**src/rtl/text_pixel_sequencer.sv**
```systemverilog
`default_nettype none
// +------------------------------------------------------------------------+
// | text_pixel_sequencer                                                   |
// | Three-stage text-mode pipeline: text-RAM -> font-ROM -> attribute/fg.  |
// | Revision: 1.0                                                          |
// +------------------------------------------------------------------------+
module text_pixel_sequencer #(
  parameter int COLS         = 80,
  parameter int ROWS         = 30,
  parameter int BLINK_LOG2   = 4,
  parameter int CURSOR_START = 14
) (
  input  logic        i_clk,
  input  logic        i_rst,
  input  logic [9:0]  i_x,
  input  logic [9:0]  i_y,
  input  logic        i_de,
  input  logic        i_hsync,
  input  logic        i_vsync,
  output logic [11:0] o_vram_addr,
  input  logic [15:0] i_vram_data,
  output logic [11:0] o_font_addr,
  input  logic [7:0]  i_font_data,
  input  logic [11:0] i_cursor_addr,
  input  logic        i_cursor_en,
  input  logic        i_blink_en,
  output logic [7:0]  o_attr,
  output logic        o_fg,
  output logic        o_de,
  output logic        o_hsync,
  output logic        o_vsync
);

  localparam int          FW        = BLINK_LOG2 + 1;
  localparam logic [11:0] COLS_W    = 12'(COLS);
  localparam logic [11:0] ROWS_W    = 12'(ROWS);
  localparam logic [3:0]  CUR_START = 4'(CURSOR_START);

  // Stage 1
  logic [11:0] vram_addr_q, vram_addr_d;
  logic [2:0]  px1_q, px1_d;
  logic [3:0]  line1_q, line1_d;
  logic        inrange1_q, inrange1_d;
  // Stage 2
  logic [11:0] font_addr_q, font_addr_d;
  logic [7:0]  attr2_q, attr2_d;
  logic        cur_hit_q, cur_hit_d;
  logic [2:0]  px2_q, px2_d;
  logic        inrange2_q, inrange2_d;
  // Stage 3
  logic [7:0]  attr_q, attr_d;
  logic        fg_q, fg_d;
  // Timing delay lines; de_dly also qualifies stages 2 and 3
  logic [2:0]  de_dly_q, de_dly_d;
  logic [2:0]  hs_dly_q, hs_dly_d;
  logic [2:0]  vs_dly_q, vs_dly_d;
  logic        vsync_prev_q, vsync_prev_d;
  logic [FW-1:0] frame_cnt_q, frame_cnt_d;

  logic [6:0] col;
  logic [4:0] row;
  logic       pix;
  logic       blink_on;
  logic       vs_rise;

  // Rows beyond 31 alias; the range flag only looks at the 5-bit row index.
  logic unused_y9;
  assign unused_y9 = i_y[9];

  always_comb begin
    col           = i_x[9:3];
    row           = i_y[8:4];
    vram_addr_d   = 12'(row) * COLS_W + 12'(col);
    px1_d         = i_x[2:0];
    line1_d       = i_y[3:0];
    inrange1_d    = ({5'd0, col} < COLS_W) && ({7'd0, row} < ROWS_W);

    font_addr_d   = {i_vram_data[7:0], line1_q};
    attr2_d       = i_vram_data[15:8];
    cur_hit_d     = i_cursor_en && (vram_addr_q == i_cursor_addr) && (line1_q >= CUR_START);
    px2_d         = px1_q;
    inrange2_d    = inrange1_q;

    pix           = i_font_data[3'd7 - px2_q];
    blink_on      = i_blink_en && attr2_q[7];
    attr_d        = 8'd0;
    fg_d          = 1'b0;
    if (de_dly_q[1] && inrange2_q) begin
      attr_d = blink_on ? {1'b0, attr2_q[6:0]} : attr2_q;
      fg_d   = pix;
      if (blink_on && frame_cnt_q[BLINK_LOG2])
        fg_d = 1'b0;
      // Cursor wins over a blink-hidden glyph.
      if (cur_hit_q && !frame_cnt_q[BLINK_LOG2-1])
        fg_d = 1'b1;
    end

    de_dly_d      = {de_dly_q[1:0], i_de};
    hs_dly_d      = {hs_dly_q[1:0], i_hsync};
    vs_dly_d      = {vs_dly_q[1:0], i_vsync};

    vs_rise       = i_vsync && !vsync_prev_q;
    vsync_prev_d  = i_vsync;
    frame_cnt_d   = frame_cnt_q + {{(FW-1){1'b0}}, vs_rise};
  end

  always_ff @(posedge i_clk or posedge i_rst) begin
    if (i_rst) begin
      vram_addr_q  <= '0;
      px1_q        <= '0;
      line1_q      <= '0;
      inrange1_q   <= 1'b0;
      font_addr_q  <= '0;
      attr2_q      <= '0;
      cur_hit_q    <= 1'b0;
      px2_q        <= '0;
      inrange2_q   <= 1'b0;
      attr_q       <= '0;
      fg_q         <= 1'b0;
      de_dly_q     <= '0;
      hs_dly_q     <= '0;
      vs_dly_q     <= '0;
      vsync_prev_q <= 1'b0;
      frame_cnt_q  <= '0;
    end else begin
      vram_addr_q  <= vram_addr_d;
      px1_q        <= px1_d;
      line1_q      <= line1_d;
      inrange1_q   <= inrange1_d;
      font_addr_q  <= font_addr_d;
      attr2_q      <= attr2_d;
      cur_hit_q    <= cur_hit_d;
      px2_q        <= px2_d;
      inrange2_q   <= inrange2_d;
      attr_q       <= attr_d;
      fg_q         <= fg_d;
      de_dly_q     <= de_dly_d;
      hs_dly_q     <= hs_dly_d;
      vs_dly_q     <= vs_dly_d;
      vsync_prev_q <= vsync_prev_d;
      frame_cnt_q  <= frame_cnt_d;
    end
  end

  assign o_vram_addr = vram_addr_q;
  assign o_font_addr = font_addr_q;
  assign o_attr      = attr_q;
  assign o_fg        = fg_q;
  assign o_de        = de_dly_q[2];
  assign o_hsync     = hs_dly_q[2];
  assign o_vsync     = vs_dly_q[2];

endmodule
`default_nettype wire

```
**config.mk**
```make
export PLATFORM = sky130hd
export DESIGN_NAME = text_pixel_sequencer
export DESIGN_NICKNAME = d
export VERILOG_FILES = /design/src/rtl/text_pixel_sequencer.sv
export SDC_FILE = /design/constraint.sdc
export NUM_CORES = 1
export LEC_CHECK = 0
export CAP_MARGIN = 30
export CORE_MARGIN = 2
export CORE_UTILIZATION = 38
export CTS_CLUSTER_SIZE = 14
export DETAILED_ROUTE_END_ITERATION = 8
export HOLD_SLACK_MARGIN = 0.12
export PLACE_DENSITY = 0.8
export REMOVE_ABC_BUFFERS = 1
export SYNTH_ARGS = -nofsm -noshare
export SYNTH_HDL_FRONTEND = slang
export SYNTH_SLANG_ARGS = --single-unit
```
**constraint.sdc**
```tcl
create_clock -name i_clk -period 2.58 [get_ports i_clk]
set_input_delay 0.774 -clock i_clk [delete_from_list [all_inputs] [get_ports i_clk]]
set_output_delay 0.774 -clock i_clk [all_outputs]
set_load 0.02 [all_outputs]
```
Word-level counts from Yosys, hierarchy flattened:

Cells that the tools add are included.

* word-level logic and storage cells: 42
* bits of input ports: 63
* output and inout port bits: 36
* flip-flop bits (word level): 69

* add/sub/neg operators: 3
* muxes and demuxes: 7
* reductions and logical operators: 10
* multipliers: 1
* equality and inequality tests: 1
* $lt $le $gt $ge: 4

Operators with widths (count)
* 8-bit 2-to-1 mux: 2
* 12-bit by 7-bit adder with 12-bit output: 1
* 12-bit equality test: 1
* 1-bit logical AND: 8
* 5-bit by 3-bit multiplier with 8-bit output (second input constant): 1
* 7-bit < comparator (second input constant): 1
* 5-bit by 1-bit adder with 5-bit output: 1
* 5-bit < comparator (second input constant): 1
* 4-bit greater-or-equal comparator (second input constant): 1
* 3-bit by 4-bit < comparator with 1-bit output (second input constant): 1
* 1-bit 2-to-1 mux: 4
* 1-bit binary-select mux with 3-bit select: 1
* 3-bit subtractor (first input constant): 1
* 1-bit zero test: 2

Logic depth before layout (Yosys ltp):

Gate-level depths: netlist of the first run.

* depth in word-level cells: 6
* mapped depth: 6

Least setup slack after synthesis of the first run:

OpenSTA, ideal clock, no wires.

* path type: input to register
* start: input i_y[5]
* end: register vram_addr_q[10] (netlist: o_vram_addr[10])
* stages: 6
* setup time: 128 ps
* arrival time: 2131 ps
* path slack: 322 ps
* data required time: 2452 ps
* path through: ha_1 ha_1 fa_1 xor2_1 nand3_1 xnor2_1

* word-level cells in the longest chain between the ends: 2

RTL lines
* start: declaration: RTL line 16 `input logic [9:0] i_y,`
* 5-bit by 3-bit multiplier with 8-bit output: RTL line 73 `vram_addr_d = 12'(row) * COLS_W + 12'(col);`
* 12-bit by 7-bit adder with 12-bit output: RTL line 73
* net vram_addr_d[10]: RTL line 40 `logic [11:0] vram_addr_q, vram_addr_d;`
* end signal: assignment: RTL line 126 `vram_addr_q <= vram_addr_d;`
* end: declaration: RTL line 40

The timed path passes the listed nets, and every way through them passes these cells.

Worst setup path in the final report of the first run:

Ends and elaborated chain as after synthesis.

==> results.yml, run 1 <==
clocking:
  cts-root-buf: "clkbuf_8"
  htree_levels: 3
  postCtsSetupBuffers: 0
  clkTransAtPathRegs_ns: 0.07
  cts_sinks: 68
  cts_hold_buf: 0
  cts_tree: "yes"
  cts_resized: 0
  cts_buffer_depth: 2
  insertion_delay_ns: 0.33
  tritoncts.num_buffers: 9
setup_path:
  crit_top_cell: "ha_1"
  startpoint_type: "input pin"
  critPathMaxFanout: 3
  ff2ff_setup_slack_ns: 1.29
  startpoint: "i_y[5]"
  cp.arrival_ns: 2.62
  cpPeakStageDelay_ns: 0.42
  path_cells: "clkdlybuf4s50_1 > ha_1 > ha_1 > fa_1 > xor2_1 > nand3_1 > xnor2_1"
  cp.required_ns: 2.78
  reg2reg_depth: 3
  slowest_stage: "clkdlybuf4s50_1"
  critPathKind: "input pin to flip-flop"
  crit_path_end_kind: "flip-flop"
  r2r-start: "px2_q[0]"
  r2r_end: "o_fg"
synth:
  synthSimpleGateAreaFrac_pct: 6.00
  syn_area_mm2: 0.00236
  async_flop_share_pct: 100
  synth_xor_area_share_pct: 8.18
  synth_ff_type: "dfrtp_1"
  synth.avg_cell_area_um2: 16.5
  synth_compound_area_share_pct: 3.88
  synth-edff-count: 0
  synth_mux_area_share_pct: 1.86
  ys_seq_area_share_pct: 72.2
  yosysWarnings: 0
  ys_ff_latch: 68
  synth_top_family_by_area: "XOR/XNOR gates"
  synth_cells: 143
  yosysUniqueCellTypes: 28
  synthAdderAreaFrac_pct: 7.54
flow_run:
  maxCapViolations: 0
global_routing:
  top_usage_layer: "met2"
  grt_pass1_wl_um: 7270
  met2_usage_pct: 27.7
  grt_remaining_overflow: 0
  antenna_found_initial: 0
  use_met3_pct: 3.26
  grt_usage_pct: 15.1
  grt_max_degree: 63
  grt_pass1_vias: 1646
  use_met1_pct: 15.5
die:
  dieArea_mm2: 0.00685
  io_pins: 99
  std_cell_rows: 28
  die_height_um: 82.7
  start_util_pct: 39.6
  dieWidth_um: 82.7
  core_mm2: 0.00596
drt:
  drtIter0Drc: 31
  wire_per_inst_um: 14.0
  dr_total_vias: 1508
  via_per_inst: 4.45
  finalWirelength_um: 4740
  drc: 0
  ant_nets: 0
  drtPass1Iterations: 2
timing:
  rsz0062_at_grt: "false"
  max_clock_freq_mhz: 414
  hold_viol: 0
  worstMarginPinSlew_ns: 0.313
  finalCriticalPeriod_ns: 2.42
  setup_ws_ns: 0.163
  fin_tns_setup_ns: 0
  post-route-period-util_pct: 93.7
  hold_ws_ns: 0.348
  relSlewSlack_pct: 79.1
  fin_skew_ns: 0.00596
  slew_violations: 0
  finalSetupViolCount: 0
place:
  portBuffers: 97
  place_area_mm2: 0.00350
  pre_cts_ws_ns: -0.202
  gp_congestion: 0.728
  hpwl_um: 3740
run_status:
  status: "finished, final reports clean"
cells_and_area:
  drive_above_1_share_pct: 10.6
  layout-area-overhead-vs-synth_pct: 57.7
  antenna_cells: 0
  postLayoutCoreUtil_pct: 62.4
  multi_input_area_um2: 647
  nets: 336
  n_fill_cell: 459
  fin_area_mm2: 0.00372
  register_area_mm2: 0.00170
  final_cell_mix: "clkdlybuf4s50_1, dfrtp_1, xnor2_1"
  final_common_cell: "clkdlybuf4s50_1"
worst_hold_path:
  hold_class: "flip-flop to flip-flop"
  holdPathStages: 0
  min_to: "vs_dly_q[2]"
  min-delay-start: "vs_dly_q[1]"
pwr:
  p_per_area_mw_per_mm2: 711
  peakVddDrop_v: 0.000345
  p_leak_nw: 1.64
==> worst max-delay path by stage <==
stage | slack, ns | to
after detailed placement | -0.20 | o_vram_addr[10]
after global placement | -0.17 | o_vram_addr[10]
final | 0.16 | o_vram_addr[10]
after global routing | 0.03 | o_vram_addr[10]
after floorplan | 0.09 | attr2_q[0]
after CTS | 0.15 | o_vram_addr[10]
==> worst max-delay path, delay by kind of cell <==
kind / cells / cell delay [ns]
xor gates and xnor gates: 2 / 0.38
buffers and inverters: 1 / 0.42
and+or+nand+nor: 1 / 0.13
adders and majority gates: 3 / 0.93
==> logic make-up (layout without fill, tap and decap cells) <==
logic type      count (synthesis)  after routing
compound gates                 12             12
buf+inv                         2            123
flops                          68             68
mux                             3              3
xor+xnor                       22             22
simple gates                   23             23
fa+ha+maj                      13             13
==> final cells by class <==
cell class / count / area share [%]
repair buffers: 106 / 28.3
clock inverters: 4 / 1.99
multi-input cells: 73 / 17.4
clock buffers: 11 / 3.80
inverters: 2 / 0.202
well taps: 75 / 2.53
flip-flops and latches: 68 / 45.8
==> through the flow <==
stage / total power [mW] / instances
finish: 2.64 / 339
global route: 2.78 / 339
CTS: 2.69 / 339
detailed placement: 1.74 / 324
global placement: 1.72 / 324
floorplan: 1.47 / 143
==> cell usage after synthesis (all sizes together), types with 3 or more instances <==
library cell / count / area [µm²]
nand4: 3 / 18.8
ha: 11 / 138
a21o: 3 / 22.5
xor2: 10 / 87.6
xnor2: 12 / 105
nor2b: 3 / 18.8
dfrtp: 68 / 1700
nand3: 3 / 15.0
a21oi: 3 / 18.8
and3: 7 / 43.8
==> layer usage <==
| metal | vias up | part of all wire (%) |
|---|---|---|
| li1 | 726 | - |
| met1 | 726 | 38 |
| met2 | 49 | 55 |
| met3 | 7 | 4.9 |
| met4 | 0 | 2.0 |
| met5 | - | 0 |
==> report_power, final <==
part / leakage, nW / internal, mW / switching [mW] / total, mW
Combinational: 0.722 / 0.269 / 0.198 / 0.467
Clock: 0.109 / 0.565 / 0.366 / 0.932
Sequential: 0.813 / 1.18 / 0.0667 / 1.24
Total: 1.64 / 2.01 / 0.631 / 2.64
==> registers in the layout (all words and copies together), names as in the netlist, 4 cells and up <==
| register | count |
|---|---|
| frame_cnt_q | 5 |
| attr2_q | 8 |
| o_attr | 8 |
| line1_q | 4 |
| o_vram_addr | 12 |
| o_font_addr | 12 |
No activity file was read; power rests on OpenSTA's default activity.
==> inputs of run 2 (changes only) <==
--- a/config.mk
+++ b/config.mk
@@ -7,11 +7,10 @@
 export LEC_CHECK = 0
 export CAP_MARGIN = 30
 export CORE_MARGIN = 2
-export CORE_UTILIZATION = 38
+export CORE_UTILIZATION = 30
 export CTS_CLUSTER_SIZE = 14
 export DETAILED_ROUTE_END_ITERATION = 8
 export HOLD_SLACK_MARGIN = 0.12
-export PLACE_DENSITY = 0.8
 export REMOVE_ABC_BUFFERS = 1
 export SYNTH_ARGS = -nofsm -noshare
 export SYNTH_HDL_FRONTEND = slang
==> results.yml, run 2 (same netlist as run 1, synthesis figures left out) <==
run_status:
  status: "finished, final reports clean"
drt:
  via_per_inst: 4.17
  ant_nets: 0
  finalWirelength_um: 4640
  drtPass1Iterations: 4
  drc: 0
  wire_per_inst_um: 12.7
  drtIter0Drc: 28
  dr_total_vias: 1526
timing:
  hold_ws_ns: 0.348
  slew_violations: 0
  finalSetupViolCount: 0
  relSlewSlack_pct: 69.2
  post-route-period-util_pct: 94.9
  rsz0062_at_grt: "false"
  setup_ws_ns: 0.132
  fin_skew_ns: 0.00563
  finalCriticalPeriod_ns: 2.45
  max_clock_freq_mhz: 408
  worstMarginPinSlew_ns: 0.462
  hold_viol: 0
global_routing:
  grt_pass1_wl_um: 7780
  grt_max_degree: 29
  grt_usage_pct: 12.0
  grt_remaining_overflow: 0
  grt_pass1_vias: 1688
  antenna_found_initial: 0
cells_and_area:
  final_common_cell: "clkdlybuf4s50_1"
  layout-area-overhead-vs-synth_pct: 58.4
  drive_above_1_share_pct: 10.6
  final_cells: 366
  antenna_cells: 0
  nets: 337
  final_cell_mix: "clkdlybuf4s50_1, dfrtp_1, xnor2_1"
setup_path:
  cp.arrival_ns: 2.65
  crit_path_end_kind: "flip-flop"
  critPathKind: "input pin to flip-flop"
  cp_top_family: "adder cells"
  cpPeakStageDelay_ns: 0.43
  slowest_stage: "clkdlybuf4s50_1"
  startpoint_type: "input pin"
  crit_top_cell: "ha_1"
  critPathMaxFanout: 3
  cp.required_ns: 2.78
  path_cells: "clkdlybuf4s50_1 > ha_1 > ha_1 > fa_1 > xor2_1 > nand3_1 > xnor2_1"
  cp.buffers_inverters: 1
flow_run:
  maxCapViolations: 0
worst_hold_path:
  hold_class: "flip-flop to flip-flop"
clocking:
  cts_sinks: 68
  postCtsSetupBuffers: 0
  insertion_delay_ns: 0.33
  cts_hold_buf: 0
  htree_levels: 3
  tritoncts.num_buffers: 9
  clkTransAtPathRegs_ns: 0.07
  cts_buffer_depth: 2
  cts_tree: "yes"
  cts-root-buf: "clkbuf_8"
  cts_resized: 0
die:
  io_pins: 99
  dieWidth_um: 92.6
  std_cell_rows: 32
  dieArea_mm2: 0.00858
  start_util_pct: 30.6
  die_height_um: 92.6
  core_mm2: 0.00769
place:
  pre_cts_ws_ns: -0.208
  gp_congestion: 0.801
  hpwl_um: 3520
  portBuffers: 97
  dp.cells: 352
pwr:
  peakVddDrop_v: 0.000294
  p_leak_nw: 1.64
  p_per_area_mw_per_mm2: 686
==> run 2: changes by cell type in the layout (fill, tap and decap cells not counted) <==
cell       change
bufinv_16      -1
clkbuf_8       +1
buf_4          +1
clkinv_4       -1
==> run 2: worst paths after layout <==
path / from / to / slack (ns) / cells past startpoint
max: i_y[5] / o_vram_addr[10] / 0.13 / 7
min: vs_dly_q[1] / vs_dly_q[2] / 0.35 / 0
max reg2reg: o_vram_addr[9] / cur_hit_q / 1.32 / 4
min reg2reg: vs_dly_q[1] / vs_dly_q[2] / 0.35 / 0
max in group asynchronous: i_rst / o_attr[7] / 1.18 / 3
min in group asynchronous: i_rst / o_font_addr[6] / 0.78 / 2
==> run 2: worst register-to-register path, stage by stage, from the launching register on <==
cell     delay, ns
dfrtp_1       0.40
xor2_1        0.15
nor4_1        0.27
nand4_1       0.20
nor4_2        0.17
==> run 2: cell type report <==
cell class / instances / area [µm²]
fill: 692 / 3960
sequential: 68 / 1700
clock buffer: 12 / 155
multi-input combinational: 73 / 647
clock inverter: 2 / 35.0
timing repair buffer: 107 / 1060
tap: 102 / 128
inverter: 2 / 7.51
==> run 2: through the flow <==
stage	instance area [µm²]	power (mW)	TNS [ns]	utilization (%)
after floorplan	2360	1.47	0	-
after CTS	3730	2.61	0	48.6
final	3730	2.56	0	48.6
after detailed placement	3540	1.74	-0.620	46.1
after global placement	3540	1.74	-0.568	46.1
after global routing	3730	2.70	0	48.6
==> run 2: routing by layer <==
metal	vias up	global-route usage (%)	part of all wire, %
li1	727	-	-
met1	724	13.8	41
met2	66	19.3	49
met3	9	5.13	8.2
met4	0	5.76	1.9
met5	-	0	0
==> run 2: where the power goes <==
part	leakage [nW]	switching (mW)	internal, mW
Combinational	0.727	0.200	0.270
Sequential	0.813	0.0678	1.18
Clock	0.0983	0.357	0.488
Total	1.64	0.625	1.93
